File: src/rtl/ex_div.sv
// Iterative restoring divider for the EX stage: one quotient bit per clock,
// signed or unsigned, returning {remainder, quotient} while holding the pipe.
module ex_div #(
  parameter int WIDTH = 32
) (
  input  logic               clk,
  input  logic               rst,
  input  logic               start_i,
  input  logic               annul_i,
  input  logic               signed_div_i,
  input  logic [WIDTH-1:0]   opdata1_i,
  input  logic [WIDTH-1:0]   opdata2_i,
  output logic [2*WIDTH-1:0] result_o,
  output logic               ready_o,
  output logic               stall_req_o
);
  localparam int CW = (WIDTH > 1) ? $clog2(WIDTH) : 1;

  typedef enum logic [1:0] {S_IDLE, S_BYZERO, S_ON, S_END} state_t;

  state_t            state_reg, state_next;
  logic [CW-1:0]     cnt_reg;
  logic [WIDTH-1:0]  rem_reg, quo_reg, divisor_reg;
  logic              signed_reg, sign1_reg, sign2_reg;

  logic              accept;
  logic [WIDTH-1:0]  abs1, abs2, q_fix, r_fix;
  logic [WIDTH:0]    trial;

  assign accept      = start_i & ~annul_i;
  assign stall_req_o = start_i & ~annul_i & ~ready_o;

  always_comb begin
    abs1  = (signed_div_i && opdata1_i[WIDTH-1]) ? -opdata1_i : opdata1_i;
    abs2  = (signed_div_i && opdata2_i[WIDTH-1]) ? -opdata2_i : opdata2_i;
    // quo_reg doubles as the dividend shift register: its MSB is the next bit to bring down
    trial = {rem_reg, quo_reg[WIDTH-1]} - {1'b0, divisor_reg};
    q_fix = (signed_reg && (sign1_reg ^ sign2_reg)) ? -quo_reg : quo_reg;
    r_fix = (signed_reg && sign1_reg) ? -rem_reg : rem_reg;
  end

  always_comb begin
    state_next = state_reg;
    case (state_reg)
      S_IDLE:   if (accept) state_next = (opdata2_i == '0) ? S_BYZERO : S_ON;
      S_BYZERO: state_next = annul_i ? S_IDLE : S_END;
      S_ON: begin
        if (annul_i)                          state_next = S_IDLE;
        else if (cnt_reg == CW'(WIDTH - 1))   state_next = S_END;
      end
      S_END:    if (!accept) state_next = S_IDLE;
      default:  state_next = S_IDLE;
    endcase
  end

  always_ff @(posedge clk) begin
    if (rst) begin
      state_reg   <= S_IDLE;
      result_o    <= '0;
      ready_o     <= 1'b0;
      cnt_reg     <= '0;
      rem_reg     <= '0;
      quo_reg     <= '0;
      divisor_reg <= '0;
      signed_reg  <= 1'b0;
      sign1_reg   <= 1'b0;
      sign2_reg   <= 1'b0;
    end else begin
      state_reg <= state_next;
      case (state_reg)
        S_IDLE: begin
          ready_o  <= 1'b0;
          result_o <= '0;
          if (accept) begin
            cnt_reg     <= '0;
            rem_reg     <= '0;
            quo_reg     <= abs1;
            divisor_reg <= abs2;
            signed_reg  <= signed_div_i;
            sign1_reg   <= opdata1_i[WIDTH-1];
            sign2_reg   <= opdata2_i[WIDTH-1];
          end
        end
        S_BYZERO: begin
          rem_reg <= '0;
          quo_reg <= '0;
        end
        S_ON: begin
          cnt_reg <= cnt_reg + 1'b1;
          if (!trial[WIDTH]) begin
            rem_reg <= trial[WIDTH-1:0];
            quo_reg <= {quo_reg[WIDTH-2:0], 1'b1};
          end else begin
            rem_reg <= {rem_reg[WIDTH-2:0], quo_reg[WIDTH-1]};
            quo_reg <= {quo_reg[WIDTH-2:0], 1'b0};
          end
        end
        S_END: begin
          if (accept) begin
            ready_o  <= 1'b1;
            result_o <= {r_fix, q_fix};
          end else begin
            ready_o  <= 1'b0;
            result_o <= '0;
          end
        end
        default: ;
      endcase
    end
  end
endmodule
File: config.mk
export PLATFORM = sky130hd
export DESIGN_NAME = ex_div
export DESIGN_NICKNAME = d
export VERILOG_FILES = /design/src/rtl/ex_div.sv
export SDC_FILE = /design/constraint.sdc
export NUM_CORES = 1
export LEC_CHECK = 0
export CORE_MARGIN = 5
export CORE_UTILIZATION = 49
export DETAILED_ROUTE_END_ITERATION = 7
export GPL_TIMING_DRIVEN = 0
export HOLD_SLACK_MARGIN = 0.1
export PLACE_DENSITY_LB_ADDON = 0.12
export SLEW_MARGIN = 20
export SYNTH_ARGS = -nofsm -noshare
export SYNTH_HDL_FRONTEND = slang
export SYNTH_SLANG_ARGS = --single-unit
File: constraint.sdc
create_clock -name clk -period 3.4 [get_ports clk]
set_input_delay 0.51 -clock clk [delete_from_list [all_inputs] [get_ports clk]]
set_output_delay 0.51 -clock clk [all_outputs]
set_load 0.02 [all_outputs]
---- Word level (Yosys, flattened, before mapping) ----
Index checks and enable logic that the tools add are counted.
operators by class
  mux-type cells .......................... 23
  add/subtract/negate cells ............... 6
  bitwise operators ....................... 5
  eq/ne operators ......................... 7
  reduce and logical (&&, ||, !) cells .... 13
operators by type and width
  cell                 count
  $mux 32              7
  $pmux 32 s3          2
  $neg 32->32          4
  $pmux 64 s2          1
  $mux 64              1
  $sub 33x32->33       1
  $logic_not 32->1     1
  $mux 2               6
  $pmux 5 s2           1
  $pmux 2 s4           1
  $reduce_and 2->1     3
  $add 5x1->5 const B  1
  $eq 5x5->1 const B   1
  $mux 5               1
  $eq 2x2->1 const B   2
  $logic_and 1x1->1    4
  $ne 2x2->1 const B   2
  $reduce_bool 2->1    2
  $ne 3x3->1 const B   1
  $reduce_and 3->1     1
  $reduce_bool 3->1    1
  $and 1x1->1          2
  $eq 2x1->1 const B   1
  $logic_not 2->1      1
  4 further kinds      6
storage, ports and cells
  input port bits ......................... 69
  output and inout bits ................... 66
  flip-flop bits (word level) ............. 171
  logic and storage cells ................. 64

---- Logic depth before layout (Yosys ltp) ----
  depth after elaboration ................. 5
  depth in mapped cells ................... 13

---- Least setup slack after synthesis ----
No wires, ideal clock.
  path type ............................... reg-to-reg
  start ................................... reg rem_reg[20]
  end ..................................... reg rem_reg[29]
  path buffers ............................ 3
  stages on the path, launching flop included .. 13
  library setup time ...................... 0.122 ns
  arrival time ............................ 2.764 ns
  setup slack ............................. 0.514 ns
  cell sequence ........................... dfxtp_1 -> ha_1 -> buf_4 -> nand4_1 -> or4_1 -> a211o_1 -> and3_1 -> buf_6 -> a211oi_4 -> o31a_4 -> buf_6 -> nor3_1 -> a221o_1
on the way
  longest elaborated chain between the ends .. 3
ends and longest elaborated chain
  what                      RTL line  RTL
  start: declaration        23        logic [WIDTH-1:0] rem_reg, quo_reg, divisor_reg;
  start signal: assignment  91        rem_reg <= trial[WIDTH-1:0];
  start signal: assignment  94        rem_reg <= {rem_reg[WIDTH-2:0], quo_reg[WIDTH-1]};
  $sub 33x32->33            37        trial = {rem_reg, quo_reg[WIDTH-1]} - {1'b0, divisor_reg};
  $mux 32                   90        if (!trial[WIDTH]) begin
  $pmux 32 s3               70        case (state_reg)
Every way passes these cells.
A chain may end at the register's enable or synchronous reset.

---- Worst setup path in the final report ----
Same ends and word-level chain as after synthesis.

==> out/metrics.yaml <==
regMostFlops: "result_o"
setup_violations: 0
synth_area_leaders: "dfxtp_1 31%, nor2_1 6.6%, xor2_1 5.5%, xnor2_1 5.3%, a21oi_1 5.0%"
finClkSkew_ps: 9.21
placement.io_buffers: 134
antenna_cells: 0
antenna_found_initial: 0
power_per_cell_area_mw_per_mm2: 594
viasPerCell: 5.86
gp_congestion: 0.911
cts_tree: "done"
fin_area_mm2: 0.0136
clock_sinks: 171
worstPathRequired_ps: 3730
status: "completed"
yosys_warnings: 0
path_clk_slew_ps: 70
hp-class: "reg2reg"
rows: 55
worstSetupPathType: "reg2reg"
ant_nets: 0
nets: 1717
cts-buffers-inserted: 17
tightest_slew_ps: 944
period_share_pct: 96.8
drv_slew: 0
dr.first_iter.drc_count: 730
max_cap_viol_count: 0
ys_seq_area_share_pct: 30.5
critPathCaptureType: "flip-flop"
timing.final.ws_setup_ps: 108
fmaxAchievable_mhz: 304
io_pins: 135
final-hold-violation-count: 0
wl_um: 34100
syn_area_per_cell_um2: 7.72
core_area_mm2: 0.0226
drcViolationCount: 0
cts_root_buf: "clkbuf_16"
grt_pass1_wl_um: 54400
synth_top_flop_cell: "dfxtp_1"
die_h_um: 161
synth_seq_cells: 171
dp_slack_ps: -15.6
grtUsageTotal_pct: 25.7
syn_area_mm2: 0.0112
first_pass_iters: 5
cts_hold_buffers: 0
start_util_pct: 49.7
design_power_total_mw: 8.06
synthArstFlopShare_pct: 0
grt_overflow: 0
syn-num-nets: 1565
synth_top_area_cell: "dfxtp_1"
rsz0062_at_grt: "no"
syn_inst: 1453
synth_edf_count: 0
leakage_nw: 5.24
period_needed_ps: 3290
dp_hpwl_um: 27300
drive_gt1_share_pct: 5.50
clockBufferDepth: 2
dpl_cell_area_mm2: 0.0129
synth_top_area_share_pct: 30.5
die_x_um: 161
whs_ps: 470
crit_fanout: 10
grt_max_degree: 20
slew_headroom_pct: 37.1
first_global_vias: 10200
start_kind: "flip-flop"
ys_types: 74
syn_to_final_growth_pct: 21.1
ir_drop_mv: 0.369
die_area_mm2: 0.0260
vias: 11200
h-tree-depth: 4
largest_reg_flops: 64
clock_latency_ps: 440
routedWlPerCell_um: 17.9
cp.arrival_ps: 3620
## Yosys cell counts (3+ instances only)
library cell  number
a221oi_1           5
o211ai_2          10
nor2b_1            8
and3_1            10
nor2_1           196
nand3_1           21
buf_2              4
xor2_1            71
o31ai_2            5
inv_1             69
buf_1              7
a32oi_1            4
nand2b_1           5
a31oi_1           16
a21o_1            13
nand4_1           15
o311ai_1           5
o21ai_0           77
buf_6              6
o21ai_1            4
nor3_1            40
a221o_1           19
a22oi_1           59
and2_1             9
dfxtp_1          171
or4_1             11
nand2_1          119
o211ai_1          26
a21oi_1          112
o21a_1             8
xnor2_1           68
o31ai_1           12
a311oi_1           7
o41ai_1            8
a22o_1             9
a211oi_1          31
ha_1              42
o21bai_1           4
clkbuf_1          71
nor3b_1            3
or3_1             17
nor4_1            15
buf_4              4
## cell usage in the layout, fill, tap and decap left out, drive strengths merged, types with 19 or more instances in the layout
cell | netlist | layout
xnor2 | 68 | 68
clkdlybuf4s50 | 0 | 134
inv | 70 | 78
ha | 42 | 42
nand2 | 120 | 120
nor3 | 41 | 41
a22oi | 59 | 59
a221o | 19 | 19
o211ai | 36 | 36
a211oi | 32 | 32
buf | 21 | 23
nor2 | 197 | 197
o21ai | 81 | 81
clkbuf | 72 | 86
dfxtp | 171 | 171
xor2 | 71 | 71
a21oi | 114 | 114
nand3 | 21 | 21
## routing by layer
metal	track usage, %	up-vias	wire [µm]
met5	0	-	0
met4	4.61	0	396
met3	5.61	36	2820
met2	38.1	447	14200
met1	38.7	5121	16700
li1	-	5549	-
## kinds of logic (layout without fill, tap and decap cells)
family,after synthesis,in the layout,share of synthesized area [%]
AOI/OAI and AO/OA,453,453,27.8
xor gates and xnor gates,139,139,10.9
adders and majority gates,43,43,4.86
buffers and inverters,163,328,6.05
DFF,171,171,30.5
muxes,2,2,0.190
and+or+nand+nor,482,482,19.7
## worst paths after layout
| kind | from | end | slack [ps] | cells past startpoint |
|---|---|---|---|---|
| worst max-delay path | rem_reg[20]$_SDFFE_PP0P_ | rem_reg[29]$_SDFFE_PP0P_ | 110 | 12 |
| worst min-delay path | divisor_reg[31]$_SDFFE_PP0P_ | divisor_reg[31]$_SDFFE_PP0P_ | 470 | 2 |
| worst max register to register | rem_reg[20]$_SDFFE_PP0P_ | rem_reg[29]$_SDFFE_PP0P_ | 110 | 12 |
| worst min register to register | divisor_reg[31]$_SDFFE_PP0P_ | divisor_reg[31]$_SDFFE_PP0P_ | 470 | 2 |
## what timing repair did
| item | 4_1_cts | 5_1_grt |
|---|---|---|
| hold endpoints to repair | 0 | 0 |
| setup endpoints to repair | 0 | 32 |
| buffers inserted | 0 | 2 |
| resized for setup | 0 | 13 |
## worst max-delay path: stages (launching register included)
cell and delay, ps:
dfxtp_1 420, ha_1 330, buf_4 160, nand4_1 180, or4_1 560, a211o_1 240
and3_1 200, buf_6 140, a21oi_2 230, or3_1 180, buf_4 190, a21oi_2 80
a221o_1 290
## power breakdown
| group | leakage (nW) | switching (mW) | internal [mW] | total (mW) |
|---|---|---|---|---|
| combinational | 3.55 | 2.20 | 1.19 | 3.39 |
| clock | 0.297 | 0.993 | 1.07 | 2.06 |
| sequential | 1.39 | 0.342 | 2.26 | 2.60 |
## final cells by class
cell class              count  area [µm²]
clock inverters            15         198
plain buffers              90         408
inverters                  70         263
flip-flops and latches    171        3430
clock buffers              17         425
multi-input cells        1119        7140
repair buffers            136        1360
well taps                 285         357
fillers                  2138        9000
## metrics by stage
step / TNS [ps] / utilization [%] / instances
2_1_floorplan: 0 / - / 1453
3_3_place_gp: -9600 / 57.2 / 1872
3_5_place_dp: -15.6 / 57.2 / 1872
4_1_cts: 0 / 60.0 / 1904
5_1_grt: 0 / 60.1 / 1903
6_report: 0 / 60.1 / 1903
No activity file was read; power rests on OpenSTA's default activity.
